--- config.mk ---
export PLATFORM = sky130hd
export DESIGN_NAME = binary_add_sub_serial
export DESIGN_NICKNAME = d
export VERILOG_FILES = /design/src/rtl/add_sub_pkg.sv /design/src/rtl/add_sub_slice.sv /design/src/rtl/binary_add_sub_serial.sv
export SDC_FILE = /design/constraint.sdc
export NUM_CORES = 1
export LEC_CHECK = 0
export BUFFER_PORTS_ARGS = -buffer_cell sky130_fd_sc_hd__buf_4
export CORE_ASPECT_RATIO = 0.9
export CORE_UTILIZATION = 40
export CTS_CLUSTER_DIAMETER = 120
export DETAILED_ROUTE_END_ITERATION = 12
export PLACE_DENSITY = 0.69
export SETUP_SLACK_MARGIN = 0.4
export SLEW_MARGIN = 25
export SYNTH_ARGS = -nofsm -noshare
export SYNTH_HDL_FRONTEND = slang
export SYNTH_SLANG_ARGS = --single-unit
--- constraint.sdc ---
create_clock -name clk -period 3.6 [get_ports clk]
set_input_delay 0.72 -clock clk [delete_from_list [all_inputs] [get_ports clk]]
set_output_delay 0.72 -clock clk [all_outputs]
set_load 0.05 [all_outputs]
--- src/rtl/add_sub_pkg.sv ---
// add_sub_pkg: shared FSM state encoding and operation mode codes for the serial adder/subtractor
package add_sub_pkg;
  typedef enum logic [1:0] {IDLE = 2'd0, RUN = 2'd1, DONE = 2'd2} state_t;
  localparam logic MODE_SUB = 1'b0;
  localparam logic MODE_ADD = 1'b1;
endpackage

--- src/rtl/add_sub_slice.sv ---
// add_sub_slice: SLICE-bit combinational ripple of full add/subtract cells with chain in/out
module add_sub_slice
  import add_sub_pkg::*;
#(
  parameter int SLICE = 8
) (
  input  logic             mode,
  input  logic [SLICE-1:0] a,
  input  logic [SLICE-1:0] b,
  input  logic             ci,
  output logic [SLICE-1:0] s,
  output logic             co
);
  logic [SLICE:0] c;
  logic [SLICE-1:0] p;
  // a borrow is the carry of ~a + b + borrow, so subtract reuses the majority cell on ~a
  assign p = (mode == MODE_ADD) ? a : ~a;
  assign c[0] = ci;
  for (genvar i = 0; i < SLICE; i++) begin : g_bit
    assign s[i] = a[i] ^ b[i] ^ c[i];
    assign c[i+1] = (p[i] & b[i]) | (p[i] & c[i]) | (b[i] & c[i]);
  end
  assign co = c[SLICE];
endmodule

--- src/rtl/binary_add_sub_serial.sv ---
// binary_add_sub_serial: multi-cycle add/subtract processing one SLICE-bit slice per clock
module binary_add_sub_serial
  import add_sub_pkg::*;
#(
  parameter int WIDTH = 32,
  parameter int SLICE = 8
) (
  input  logic             clk,
  input  logic             rst,
  input  logic             start,
  input  logic             mode,
  input  logic [WIDTH-1:0] x,
  input  logic [WIDTH-1:0] y,
  input  logic             b0,
  output logic [WIDTH-1:0] d,
  output logic             b_out,
  output logic             ovf,
  output logic             zero,
  output logic             busy,
  output logic             done
);
  localparam int SL = (SLICE < 1) ? 1 : SLICE;
  localparam int N  = WIDTH / SL;
  localparam int IW = (N > 1) ? $clog2(N) : 1;
  localparam int BW = (WIDTH > 1) ? $clog2(WIDTH) : 1;
  localparam int M  = WIDTH - 1;
  if (SLICE < 1 || SLICE > WIDTH || WIDTH % SL != 0) begin : g_bad_cfg
    $error("binary_add_sub_serial: SLICE must divide WIDTH and lie in 1..WIDTH");
  end
  state_t state, state_n;
  logic [IW-1:0] idx;
  logic [BW-1:0] base;
  logic chain, mode_r, accept, last, co;
  logic [WIDTH-1:0] xr, yr, acc, res;
  logic [SLICE-1:0] s;
  assign accept = start && state != RUN;
  assign last = idx == IW'(N - 1);
  assign base = BW'(32'(idx) * 32'(SLICE));
  assign busy = state == RUN;
  assign done = state == DONE;
  add_sub_slice #(.SLICE(SLICE)) u_slice (
    .mode(mode_r),
    .a   (xr[base +: SLICE]),
    .b   (yr[base +: SLICE]),
    .ci  (chain),
    .s   (s),
    .co  (co)
  );
  always_comb begin
    res = acc;
    res[base +: SLICE] = s;
  end
  always_comb begin
    state_n = accept ? RUN : (state == RUN ? (last ? DONE : RUN) : IDLE);
  end
  always_ff @(posedge clk) state <= rst ? IDLE : state_n;
  always_ff @(posedge clk) begin
    if (rst) begin
      idx    <= '0;
      chain  <= 1'b0;
      mode_r <= MODE_SUB;
      xr     <= '0;
      yr     <= '0;
      acc    <= '0;
      d      <= '0;
      b_out  <= 1'b0;
      ovf    <= 1'b0;
      zero   <= 1'b0;
    end else if (accept) begin
      xr     <= x;
      yr     <= y;
      mode_r <= mode;
      chain  <= b0;
      idx    <= '0;
    end else if (state == RUN) begin
      acc   <= res;
      chain <= co;
      idx   <= idx + IW'(1);
      if (last) begin
        d     <= res;
        b_out <= co;
        ovf   <= (mode_r == MODE_ADD) ? (xr[M] == yr[M] && res[M] != xr[M])
                                      : (xr[M] != yr[M] && res[M] != xr[M]);
        zero  <= res == '0;
      end
    end
  end
endmodule

==> metrics.md <==
| Metric | Value |
|---|---|
| Total power | between 4 and 5 mW |
| WP data arrival | 3.54 ns |
| Area leader, netlist | dfxtp_1 |
| Critical path peak fanout | 6 |
| Initial antenna violation count | 0 |
| Gr usage total | 0.221 |
| # fillers | 1366 |
| Largest net degree at the start of global routing | 66 |
| DP Wirelength | 11600 µm |
| Post-route clock period utilization | 0.888 |
| Placed cells | 998 |
| CTS H-tree lvls | 4 |
| Initial Utilization | 0.413 |
| Clk_lat worst skew | 0.42 ns |
| Outcome | completed |
| Vias per inst | 5.44 |
| DR WL/cell | 16.2 µm |
| CTS Buf Count | 17 |
| CTS max path bufs | 2 |
| Final Worst Setup Slack | 0.403 ns |
| Worst-Margin Slew | a little under 0.8 ns |
| Core footprint | approximately 15000 µm² |
| Synth Flop Type | dfxtp_1 |
| Worst hold-check path type | flop to flop |
| Mapped Area | 6110 µm² |
| Setup-failing EPs final | 0 |
| Post-DRT Antenna Nets | 0 |
| Worst vdd ir | 0.367 mV |
| RSZ-0062 raised after global routing | yes |
| Die area | approximately 16000 µm² |
| TritonRoute pass-1 iters | 5 |
| Layout Utilization | 0.546 |
| Hold buffers post-CTS | 0 |
| Kind of critical path | flop to flop |
| Unique cell type count in the Yosys netlist | 50 |
| EDFF count, synth | 0 |
| Worst slew margin | 0.469 |
| Share of Yosys cell area claimed by the top area cell type | 0.449 |
| CTS tree | done |
| I/O Buffers | roughly 110 |
| Max Clock Skew | 0.00809 ns |
| Slowest CP cell | mux4_2 |
| Post-synthesis net count | about 800 |
| CTS Sinks | 137 |
| Fraction of layout cells with a size suffix above 1 | 0.276 |
| DR vias | 5692 |
| Hold Fails Final Rpt | 0 |
| Post-Syn Instances | 724 |
| DR DRC count | 0 |
| 1st-iter DRT viols | 396 |
| Yosys Warn Count | 0 |
| Total leakage power | 3.20 nW |
| Startpoint Class | flop |
| Finished Layout Cells | 1047 |
| Die height | around 120 µm |
| Worst EP required | 3.94 ns |
| Final instance area | 8100 µm² |
| Vias in the first global route | 5383 |
| First-pass GRT wire length | 27200 µm |
| CP endpoint kind | flop |
| Max Fclk | ~0.31 GHz |
| Top Ports | about 110 |
| Area Growth Syn to Fin | 32.4% |
| PD cells | about 520 nW/µm² |
| Register bit total from synthesis | around 140 |
| Placement Rows | 42 |
| Syn Area/Cell | 8.44 µm² |
| Die X | 132 µm |
| Max Cap Viol | 0 |
| Congestion Overflow GR | 0 |
| Top cells by area, synth | dfxtp_1, nand2_1, a21oi_1 |
| Root buffer cell | clkbuf_16 |
| Commonest non-fill, non-tap cells in the layout | nand2_1, buf_4, dfxtp_1 |
| Post-DP Area | 7120 µm² |
| Total length of routed wires | 17000 µm |
| Pre-CTS WS | 0.162 ns |
| Asr flop ratio synth | 0 |
| Final max-slew violation count | 0 |
| GPL Wtd Cong | around 0.9 |
| Final hold slack | 0.458 ns |
| Final net count | 911 |
| Post-route minimum period | 3.20 ns |
| Most common cell after layout, fill and taps aside | nand2_1 |
| Clk slew on worst S/H paths | roughly 0.06 ns |
| Cells along the critical path | buf_12, mux4_2, buf_4, a31oi_1, o211ai_4, a221oi_4, maj3_2, xnor2_4, a22oi_2, nand4_1, o31ai_1 |
| Setup tns final | 0 ns |
| Diodes inserted | 0 |
| Slowest stage delay, CP | between 0.5 and 0.6 ns |
| Seq/Total Area, Yosys | 0.449 |
area by class of cell:
cell class / instances / area, µm² / area share
repair buffers: 143 / 1090 / 0.134
flip-flops and latches: 137 / 2750 / 0.339
clock buffers: 17 / 425 / 0.0525
multi-input cells: 516 / 3320 / 0.410
inverters: 21 / 78.8 / 0.00974
clock inverters: 15 / 189 / 0.0233
well taps: 198 / 248 / 0.0306
cell families after synthesis:
group                    share of synthesized area
AO/OA/AOI/OAI                                0.202
XOR/XNOR                                    0.0301
adder cells (fa/ha/maj)                     0.0156
buffers and inverters                       0.0465
flip-flops                                   0.449
multiplexers                                0.0622
AND/OR/NAND/NOR                              0.195
sequential cells by signal, indices dropped and copies added (netlist names):
signal and count:
acc 32, d 32, xr 32, yr 32, idx 2, state 2, b_out 1, chain 1
mode_r 1, ovf 1, zero 1
cell usage after synthesis (all sizes together), types with 2 or more instances:
cell type,n
a211oi,30
a21oi,86
a221oi,5
a22o,12
a22oi,9
a31oi,4
a32oi,2
and2,4
and3,3
buf,11
clkbuf,39
dfxtp,137
ha,6
inv,21
maj3,2
mux2i,2
mux4,16
nand2,161
nand2b,5
nand3,7
nand3b,3
nand4,4
nor2,52
nor2b,16
nor3,5
nor4,6
nor4b,3
o211ai,2
o21ai,26
o22ai,13
o31ai,2
or3b,2
xnor2,15
xor2,6
worst paths after layout:
| path | slack, ns | depth (start not counted) | startpoint | end |
|---|---|---|---|---|
| max | 0.40 | 11 | idx[0]$_SDFFE_PP0P_ | zero$_SDFFE_PP0P_ |
| min | 0.46 | 2 | d[8]$_SDFFE_PP0P_ | d[8]$_SDFFE_PP0P_ |
| max reg2reg | 0.40 | 11 | idx[0]$_SDFFE_PP0P_ | zero$_SDFFE_PP0P_ |
| min reg2reg | 0.46 | 2 | d[8]$_SDFFE_PP0P_ | d[8]$_SDFFE_PP0P_ |
layer usage:
metal	global-route usage	part of all wire	vias up
li1	-	-	2766
met3	0.0477	0.064	30
met2	0.342	0.45	198
met4	0.0948	0.022	0
met5	0	0	-
met1	0.297	0.46	2698
where the power goes:
group,total (mW),leakage [nW],switching (mW),internal (mW)
combinational,0.746,1.79,0.423,0.322
clock,1.80,0.295,0.701,1.10
sequential,1.64,1.12,0.0491,1.59
worst max-delay path: cells and delay by family, from the launching register on:
| kind | cells | cell delay (ns) |
|---|---|---|
| AOI/OAI and AO/OA | 5 | 1.30 |
| muxes | 1 | 0.53 |
| DFF | 1 | 0.38 |
| adders and majority gates | 1 | 0.34 |
| buffers and inverters | 2 | 0.30 |
| and+or+nand+nor | 1 | 0.13 |
| xor gates and xnor gates | 1 | 0.11 |
what timing repair did:
item,4_1_cts,5_1_grt
endpoints found under the setup margin,14,14
resized for setup,14,28
pin swaps,9,14
buffers inserted,4,13
Note: power is estimated with default switching activity, not from simulation.
